==> src/rtl/axi4_burst_addr_gen.sv <==
// AXI4 burst address generator: validates a burst request, then emits one
// beat descriptor (address, byte strobe, index, last) per accepted cycle.
module axi4_burst_addr_gen #(
  parameter int ADDRESS_WIDTH = 32,
  parameter int DATA_WIDTH    = 32,
  parameter int ID_WIDTH      = 16
) (
  input  logic                     aclk,
  input  logic                     areset,
  input  logic                     req_valid,
  output logic                     req_ready,
  input  logic [ID_WIDTH-1:0]      req_id,
  input  logic [ADDRESS_WIDTH-1:0] req_addr,
  input  logic [7:0]               req_len,
  input  logic [2:0]               req_size,
  input  logic [1:0]               req_burst,
  output logic                     beat_valid,
  input  logic                     beat_ready,
  output logic [ADDRESS_WIDTH-1:0] beat_addr,
  output logic [DATA_WIDTH/8-1:0]  beat_strb,
  output logic [ID_WIDTH-1:0]      beat_id,
  output logic [7:0]               beat_idx,
  output logic                     beat_last,
  output logic                     err_valid,
  output logic [2:0]               err_code,
  output logic                     busy
);

  localparam int NB       = DATA_WIDTH / 8;
  localparam int OFFW     = (NB > 1) ? $clog2(NB) : 1;
  localparam int MAX_SIZE = $clog2(NB);

  localparam logic [1:0] BURST_FIXED = 2'b00;
  localparam logic [1:0] BURST_INCR  = 2'b01;
  localparam logic [1:0] BURST_WRAP  = 2'b10;

  typedef enum logic {IDLE, BURST} state_t;

  state_t state, state_next;

  logic [ADDRESS_WIDTH-1:0] cur_addr, wrap_lo, wrap_end;
  logic [7:0]               len_q, idx_q;
  logic [2:0]               size_q;
  logic [1:0]               burst_q;
  logic [ID_WIDTH-1:0]      id_q;
  logic                     err_valid_q;
  logic [2:0]               err_code_q;

  logic                     accept, req_legal, last_q;
  logic [2:0]               req_err;
  logic [ADDRESS_WIDTH-1:0] req_bytes, req_mask, req_span, req_wrap_lo;
  logic [11:0]              req_aligned_lo;
  logic [16:0]              span17, end4k;
  logic [ADDRESS_WIDTH-1:0] cur_bytes, cur_mask, cur_aligned, wrap_step, next_addr;
  logic [OFFW-1:0]          lo_off, al_off;

  // Request decode: byte count, wrap window and 4 KB end point
  always_comb begin
    req_bytes      = ADDRESS_WIDTH'(1) << req_size;
    req_mask       = req_bytes - ADDRESS_WIDTH'(1);
    req_span       = ADDRESS_WIDTH'({1'b0, req_len} + 9'd1) << req_size;
    req_wrap_lo    = req_addr & ~(req_span - ADDRESS_WIDTH'(1));
    req_aligned_lo = req_addr[11:0] & ~req_mask[11:0];
    span17         = 17'({1'b0, req_len} + 9'd1) << req_size;
    end4k          = {5'b0, req_aligned_lo} + span17;

    req_err = 3'd0;
    if (req_burst == 2'b11)
      req_err = 3'd1;
    else if (req_size > 3'(MAX_SIZE))
      req_err = 3'd2;
    else if (req_burst == BURST_WRAP && !(req_len == 8'd1 || req_len == 8'd3 ||
                                          req_len == 8'd7 || req_len == 8'd15))
      req_err = 3'd3;
    else if (req_burst == BURST_WRAP && (req_addr & req_mask) != '0)
      req_err = 3'd4;
    else if (req_burst == BURST_INCR && end4k > 17'd4096)
      req_err = 3'd5;
    req_legal = (req_err == 3'd0);
  end

  always_comb begin
    state_next = state;
    req_ready  = (state == IDLE) && !areset;
    accept     = req_valid && req_ready;
    last_q     = (idx_q == len_q);
    case (state)
      IDLE:    if (accept && req_legal) state_next = BURST;
      BURST:   if (beat_ready && last_q) state_next = IDLE;
      default: state_next = IDLE;
    endcase
  end

  always_ff @(posedge aclk) begin
    if (areset) state <= IDLE;
    else        state <= state_next;
  end

  // Beat address sequencing
  always_comb begin
    cur_bytes   = ADDRESS_WIDTH'(1) << size_q;
    cur_mask    = cur_bytes - ADDRESS_WIDTH'(1);
    cur_aligned = cur_addr & ~cur_mask;
    wrap_step   = cur_addr + cur_bytes;
    case (burst_q)
      BURST_INCR:  next_addr = cur_aligned + cur_bytes;
      BURST_WRAP:  next_addr = (wrap_step == wrap_end) ? wrap_lo : wrap_step;
      BURST_FIXED: next_addr = cur_addr;
      default:     next_addr = cur_addr;
    endcase
  end

  always_ff @(posedge aclk) begin
    if (areset) begin
      cur_addr    <= '0;
      wrap_lo     <= '0;
      wrap_end    <= '0;
      len_q       <= '0;
      idx_q       <= '0;
      size_q      <= '0;
      burst_q     <= '0;
      id_q        <= '0;
      err_valid_q <= 1'b0;
      err_code_q  <= '0;
    end else begin
      err_valid_q <= accept && !req_legal;
      err_code_q  <= (accept && !req_legal) ? req_err : 3'd0;
      if (accept && req_legal) begin
        cur_addr <= req_addr;
        wrap_lo  <= req_wrap_lo;
        wrap_end <= req_wrap_lo + req_span;
        len_q    <= req_len;
        idx_q    <= '0;
        size_q   <= req_size;
        burst_q  <= req_burst;
        id_q     <= req_id;
      end else if (state == BURST && beat_ready && !last_q) begin
        idx_q    <= idx_q + 8'd1;
        cur_addr <= next_addr;
      end
    end
  end

  // Strobe spans from the unaligned start lane to the end of the aligned beat
  always_comb begin
    int unsigned lo_i, hi_i;
    beat_strb = '0;
    lo_off    = cur_addr[OFFW-1:0] & OFFW'(NB - 1);
    al_off    = cur_aligned[OFFW-1:0] & OFFW'(NB - 1);
    lo_i      = int'(lo_off);
    hi_i      = int'(al_off) + (32'd1 << size_q) - 32'd1;
    for (int unsigned i = 0; i < NB; i++)
      beat_strb[i] = (state == BURST) && (i >= lo_i) && (i <= hi_i);
  end

  assign busy       = (state == BURST);
  assign beat_valid = busy;
  assign beat_addr  = busy ? cur_addr : '0;
  assign beat_id    = busy ? id_q : '0;
  assign beat_idx   = busy ? idx_q : '0;
  assign beat_last  = busy && last_q;
  assign err_valid  = err_valid_q;
  assign err_code   = err_code_q;

endmodule

==> config.mk <==
export PLATFORM = sky130hd
export DESIGN_NAME = axi4_burst_addr_gen
export DESIGN_NICKNAME = d
export VERILOG_FILES = /design/src/rtl/axi4_burst_addr_gen.sv
export SDC_FILE = /design/constraint.sdc
export NUM_CORES = 1
export LEC_CHECK = 0
export CAP_MARGIN = 20
export CELL_PAD_IN_SITES_DETAIL_PLACEMENT = 1
export CELL_PAD_IN_SITES_GLOBAL_PLACEMENT = 2
export CORE_UTILIZATION = 34
export CTS_CLUSTER_DIAMETER = 30
export DETAILED_ROUTE_END_ITERATION = 16
export GPL_TIMING_DRIVEN = 0
export PLACE_DENSITY_LB_ADDON = 0.15
export SETUP_SLACK_MARGIN = 0.1
export SLEW_MARGIN = 20
export SYNTH_ARGS = -nofsm -noshare
export SYNTH_HDL_FRONTEND = slang
export SYNTH_SLANG_ARGS = --single-unit
==> constraint.sdc <==
create_clock -name aclk -period 7.95 [get_ports aclk]
set_input_delay 2.385 -clock aclk [delete_from_list [all_inputs] [get_ports aclk]]
set_output_delay 2.385 -clock aclk [all_outputs]
set_load 0.05 [all_outputs]
# After elaboration in Yosys (flattened, before gate mapping)
# Index checks and enable logic that the tools add are counted.
# op_classes
n_lt_le_gt_ge,9
n_bitwise,9
n_mux,15
n_shift,4
n_eq_ne,11
reduce_logical,32
add_sub_neg,12
# ops
cell,count
$mux W32,4
$sub A32 B1 Y32 const B,4
$add A32 B32 Y32,3
$and A32 B32 Y32,3
$le A1 B32 Y1 const A,2
$le A2 B32 Y1 const A,2
$not A32 Y32,2
$pmux W32 S2,1
$shl A1 B3 Y32 const A,2
$add A2 B32 Y32,1
$eq A32 B32 Y1,1
$reduce_bool A32 Y1,1
$shl A9 B3 Y32,1
$add A8 B1 Y9 const B,2
$logic_and A1 B1 Y1,18
$add A12 B17 Y17,1
$gt A17 B13 Y1 const B,1
$shl A9 B3 Y17,1
$mux W16,1
$mux W3,5
$and A12 B12 Y12,1
$not A12 Y12,1
$add A8 B1 Y8 const B,1
$eq A8 B1 Y1 const B,1
20 further kinds,32
# totals
regBits,138
wordCells,103
inputBits,65

# Logic depth before layout (Yosys ltp)
# depth
depth_word,17
depth_mapped,24
depth_no_buf,20

# Worst setup path before layout
# Ideal clock, no wire load.
# synth_timing
path_kind,input to register
from,input req_len[0]
to,register wrap_end[26]
arrival_ps,6873
required_ps,7859
setup_time_ps,91
path_stages,19
path_buffers,0
setup_slack_ps,986
cell_sequence,ha_1 > and4_4 > o32ai_2 > nor2_1 > o31ai_4 > inv_4 > nor4_4 > nand3_1 > nor4_1 > ha_1 > and2_1 > ha_1 > nand2_1 > or4_1 > o221ai_1 > o2bb2ai_1 > a21oi_2 > or3b_1 > a311oi_1
# synth_via
elab_cells_between_ends,27
classes_between,5 x add/sub; 1 x order compare; 4 x eq/ne; 2 x shift; 5 x mux; 2 x bitwise; 8 x reduce/logical
# synth_lines
item,line,text
"start, declared",14,"input logic [7:0] req_len,"
$add A8 B1 Y9,61,"req_span = ADDRESS_WIDTH'({1'b0, req_len} + 9'd1) << req_size;"
$shl A9 B3 Y32,61,
$sub A32 B1 Y32,62,req_wrap_lo = req_addr & ~(req_span - ADDRESS_WIDTH'(1));
$not A32 Y32,62,
$and A32 B32 Y32,62,
net req_wrap_lo[15],51,"logic [ADDRESS_WIDTH-1:0] req_bytes, req_mask, req_span, req_wrap_lo;"
$add A32 B32 Y32,131,wrap_end <= req_wrap_lo + req_span;
"end signal, assigned",131,
"end, declared",41,"logic [ADDRESS_WIDTH-1:0] cur_addr, wrap_lo, wrap_end;"
# The timed path passes the listed nets, and every way through them passes these cells.
# A chain may end at the register's enable or synchronous reset.

# Worst setup path after layout
# layout_timing
from,input req_len[2]
to,register wrap_end[26]
# The elaborated chain is that of the path after synthesis.

==> run_results.csv <==
group,metric,value,unit
clocking,cts_buffers,17,
detailed_routing,drt_wl_total,58.8,mm
sta,setup_tns,0,ns
floorplanning,dieArea,0.0390,mm^2
clocking,tritoncts,"built",
place,dpl.cell_count,2442,
clocking,path_clk_slew,0.06,ns
yosys,seq_area_frac_synth,21.3,%
yosys,synth_compound_area_share,24.2,%
detailed_routing,via_count,14251,
yosys,synth_top_family_by_area,"simple AND/OR/NAND/NOR gates",
yosys,avgSynthCellArea,7.19,um^2
detailed_routing,first_pass_iters,5,
sta,fin_crit,7.58,ns
yosys,netlist_instances,1806,
floorplanning,start_util,34.5,%
clocking,h-tree-depth,4,
yosys,syn-num-nets,1922,
yosys,synth-xor-area-share,9.01,%
sta,fin_hold_ws,0.457,ns
yosys,synth.area.top_cells,"dfxtp_1 21%, nand2_1 6.6%, a21oi_1 6.0%, nor2_1 5.7%, xnor2_1 4.8%",
floorplanning,num_io_pins,133,
yosys,synth_simple_gate_area_share,29.6,%
clocking,cts_root_buf,"clkbuf_16",
place,place_area,0.0149,mm^2
layout,fillCellCount,4785,
critical_path,crit_required,8.30,ns
detailed_routing,route.detailed.drc,0,
global_route,antenna_found_initial,0,
layout,final_cells,2481,
global_route,overflow,0,
yosys,synth_warnings,0,
sta,setup_viol,0,
yosys,synthAdderAreaFrac,5.09,%
floorplanning,dieWidth,197,um
sta,finClkSkew,0.0149,ns
yosys,yosysTopAreaCellShare,21.3,%
critical_path,endpoint_kind,"flip-flop",
critical_path,reg2reg_depth,21,
critical_path,startpoint_type,"input pin",
global_route,grt_max_degree,17,
critical_path,crit_fanout,10,
sta,worst-slew-pin-transition,1.07,ns
yosys,ys.flop_type,"dfxtp_1",
sta,slew_violations,0,
run,cap_viol_max_count,0,
layout,area.growth.synth_to_final,21.0,%
min_path,holdPathEnd,"id_q[8]$_SDFFE_PP0P_",
critical_path,path_class,"input pin to flip-flop",
place,io_buffers,125,
clocking,worst_skew_pair.late_latency,0.45,ns
critical_path,r2r_setup_slack,1.90,ns
layout,fin_util,41.7,%
power_and_ir_drop,peakVddDrop,0.159,mV
sta,fmax,0.132,GHz
detailed_routing,routed_via_density,5.74,
floorplanning,core_area,0.0377,mm^2
place,gp_congestion,0.966,
global_route,grt_use_total,30.1,%
detailed_routing,wire_per_inst,23.7,um
place,hpwl,47.1,mm
clocking,cts_buffer_depth,2,
sta,period_share,95.4,%
sta,rsz0062_at_grt,"yes",
clocking,cts_sinks,138,
layout,drive_gt1_share,8.90,%
yosys,synth.distinct_cells,110,
min_path,hp-start,"id_q[8]$_SDFFE_PP0P_",
detailed_routing,drt_iter0_drc,959,
yosys,synth_mux_area_share,4.42,%
layout,finalNetCount,2070,
floorplanning,dieHeight,197,um
layout,final_area,0.0157,mm^2
yosys,synth_top_area_cell,"dfxtp_1",
power_and_ir_drop,leakage,0.00579,uW
clocking,cts_hold_buf,0,
yosys,ys_ff_latch,138,
yosys,ys_async_sr_fraction,0,%
critical_path,r2r-start,"size_q[1]$_SDFFE_PP0P_",
min_path,worstHoldPathCells,2,
sta,max_slew_margin,28.8,%
critical_path,r2r-end,"cur_addr[14]$_SDFFE_PP0P_",
yosys,synth_edf_count,0,
detailed_routing,postRouteAntennaNets,0,
run_status,status,"complete, no violations",
min_path,worstHoldPathType,"flip-flop to flip-flop",
power_and_ir_drop,pwr_density_cell,139,mW/mm^2
critical_path,arrival,7.93,ns
global_route,grt_pass1_vias,14178,
global_route,grt_pass1_wl,88.1,mm
floorplanning,rows,71,
yosys,synth.cell_area,0.0130,mm^2
sta,hold_viol,0,
[kinds of logic after synthesis]
| group | count (synthesis) |
|---|---|
| fa+ha+maj | 51 |
| buf+inv | 201 |
| compound gates | 462 |
| xor+xnor | 132 |
| mux | 55 |
| flops | 138 |
| simple gates | 767 |
[state kept, by name (all words and copies together), names as in the netlist]
name,flops
beat_valid,1
wrap_end,32
size_q,3
id_q,16
len_q,8
idx_q,8
cur_addr,32
wrap_lo,32
err_code,3
burst_q,2
err_valid,1
[per-stage QoR]
stage                     power [uW]  worst slack (ns)
after global placement          1310             -1.63
after detailed placement        1320             -1.70
after floorplan                 1120             0.986
final                           2180             0.369
after CTS                       2170            0.0943
after global routing            2260            0.0480
[layer usage]
layer  up-vias  wire [um]  track usage [%]
li1       6714          -                -
met4         0       1920             10.6
met1      6965      26700             40.4
met3       100       3580             4.68
met2       472      26600             48.7
met5         -          0                0
[final cells by class]
class                      instances  area [um^2]  area share, %
multi-input combinational       1467         9530           60.7
sequential                       138         2760           17.6
timing repair buffer             129         1280           8.14
tap                              511          639           4.07
buffer                           126          588           3.74
clock buffer                      19          453           2.88
inverter                          75          289           1.84
clock inverter                    13          160           1.02
antenna                            3         7.51         0.0478
[power by group]
group | internal (uW) | switching [uW] | total (uW)
Clock | 488 | 360 | 848
Sequential | 713 | 21.3 | 735
Combinational | 218 | 378 | 596
[worst max path at each step]
stage,startpoint,endpoint,slack (ns),depth (start not counted)
5_1_grt,req_len[3],wrap_end[26]$_SDFFE_PP0P_,0.05,20
3_5_place_dp,req_len[1],size_q[0]$_SDFFE_PP0P_,-1.70,20
2_1_floorplan,req_len[0],wrap_end[26]$_SDFFE_PP0P_,0.99,19
4_1_cts,req_len[0],cur_addr[21]$_SDFFE_PP0P_,0.09,20
6_report,req_len[2],wrap_end[26]$_SDFFE_PP0P_,0.37,19
3_3_place_gp,req_len[1],cur_addr[16]$_SDFFE_PP0P_,-1.63,20
[cell usage after synthesis, types with 10 or more instances]
| cell type | n |
|---|---|
| or3_1 | 10 |
| xor2_1 | 60 |
| nand2_1 | 228 |
| nor3_1 | 39 |
| ha_1 | 48 |
| nor4_1 | 15 |
| a21o_1 | 19 |
| o21a_1 | 18 |
| and3_1 | 13 |
| nor2b_1 | 22 |
| nand3b_1 | 12 |
| nand2b_1 | 21 |
| mux2i_1 | 45 |
| nand4_1 | 27 |
| o21ai_0 | 72 |
| nor2_1 | 198 |
| dfxtp_1 | 138 |
| and2_1 | 63 |
| xnor2_1 | 71 |
| a31oi_1 | 27 |
| inv_1 | 71 |
| nand3_1 | 57 |
| a21oi_1 | 156 |
| o211ai_1 | 18 |
| buf_2 | 15 |
| clkbuf_1 | 92 |
| a211oi_1 | 16 |
[cell usage in the layout, fill, tap and decap left out, types with 55 or more instances in the layout]
| cell | count |
|---|---|
| inv_1 | 71 |
| xnor2_1 | 71 |
| xor2_1 | 59 |
| and2_1 | 63 |
| nand3_1 | 55 |
| clkdlybuf4s50_1 | 120 |
| dfxtp_1 | 138 |
| nand2_1 | 227 |
| clkbuf_1 | 68 |
| nor2_1 | 197 |
| a21oi_1 | 153 |
| o21ai_0 | 72 |
[repair_timing]
action | CTS | global route
gates resized for setup | 36 | 36
setup buffers | 2 | 2
pin swaps | 3 | 3
setup endpoints to repair | 137 | 137
[worst max-delay path, cell delays in order]
cell and delay, ns:
clkdlybuf4s50_1 0.53, buf_6 0.21, a311o_1 0.35, o211ai_1 0.18
and3_1 0.32, or4b_1 0.48, o221ai_1 0.27, nand4b_1 0.38
nor3_2 0.28, xor2_1 0.17, nor2b_1 0.09, ha_1 0.42
nand2_2 0.17, or4_1 0.49, o221ai_1 0.24, o2bb2ai_1 0.17
a21oi_2 0.14, or3b_1 0.40, a311oi_1 0.25
Note: power is estimated with default switching activity, not from simulation.
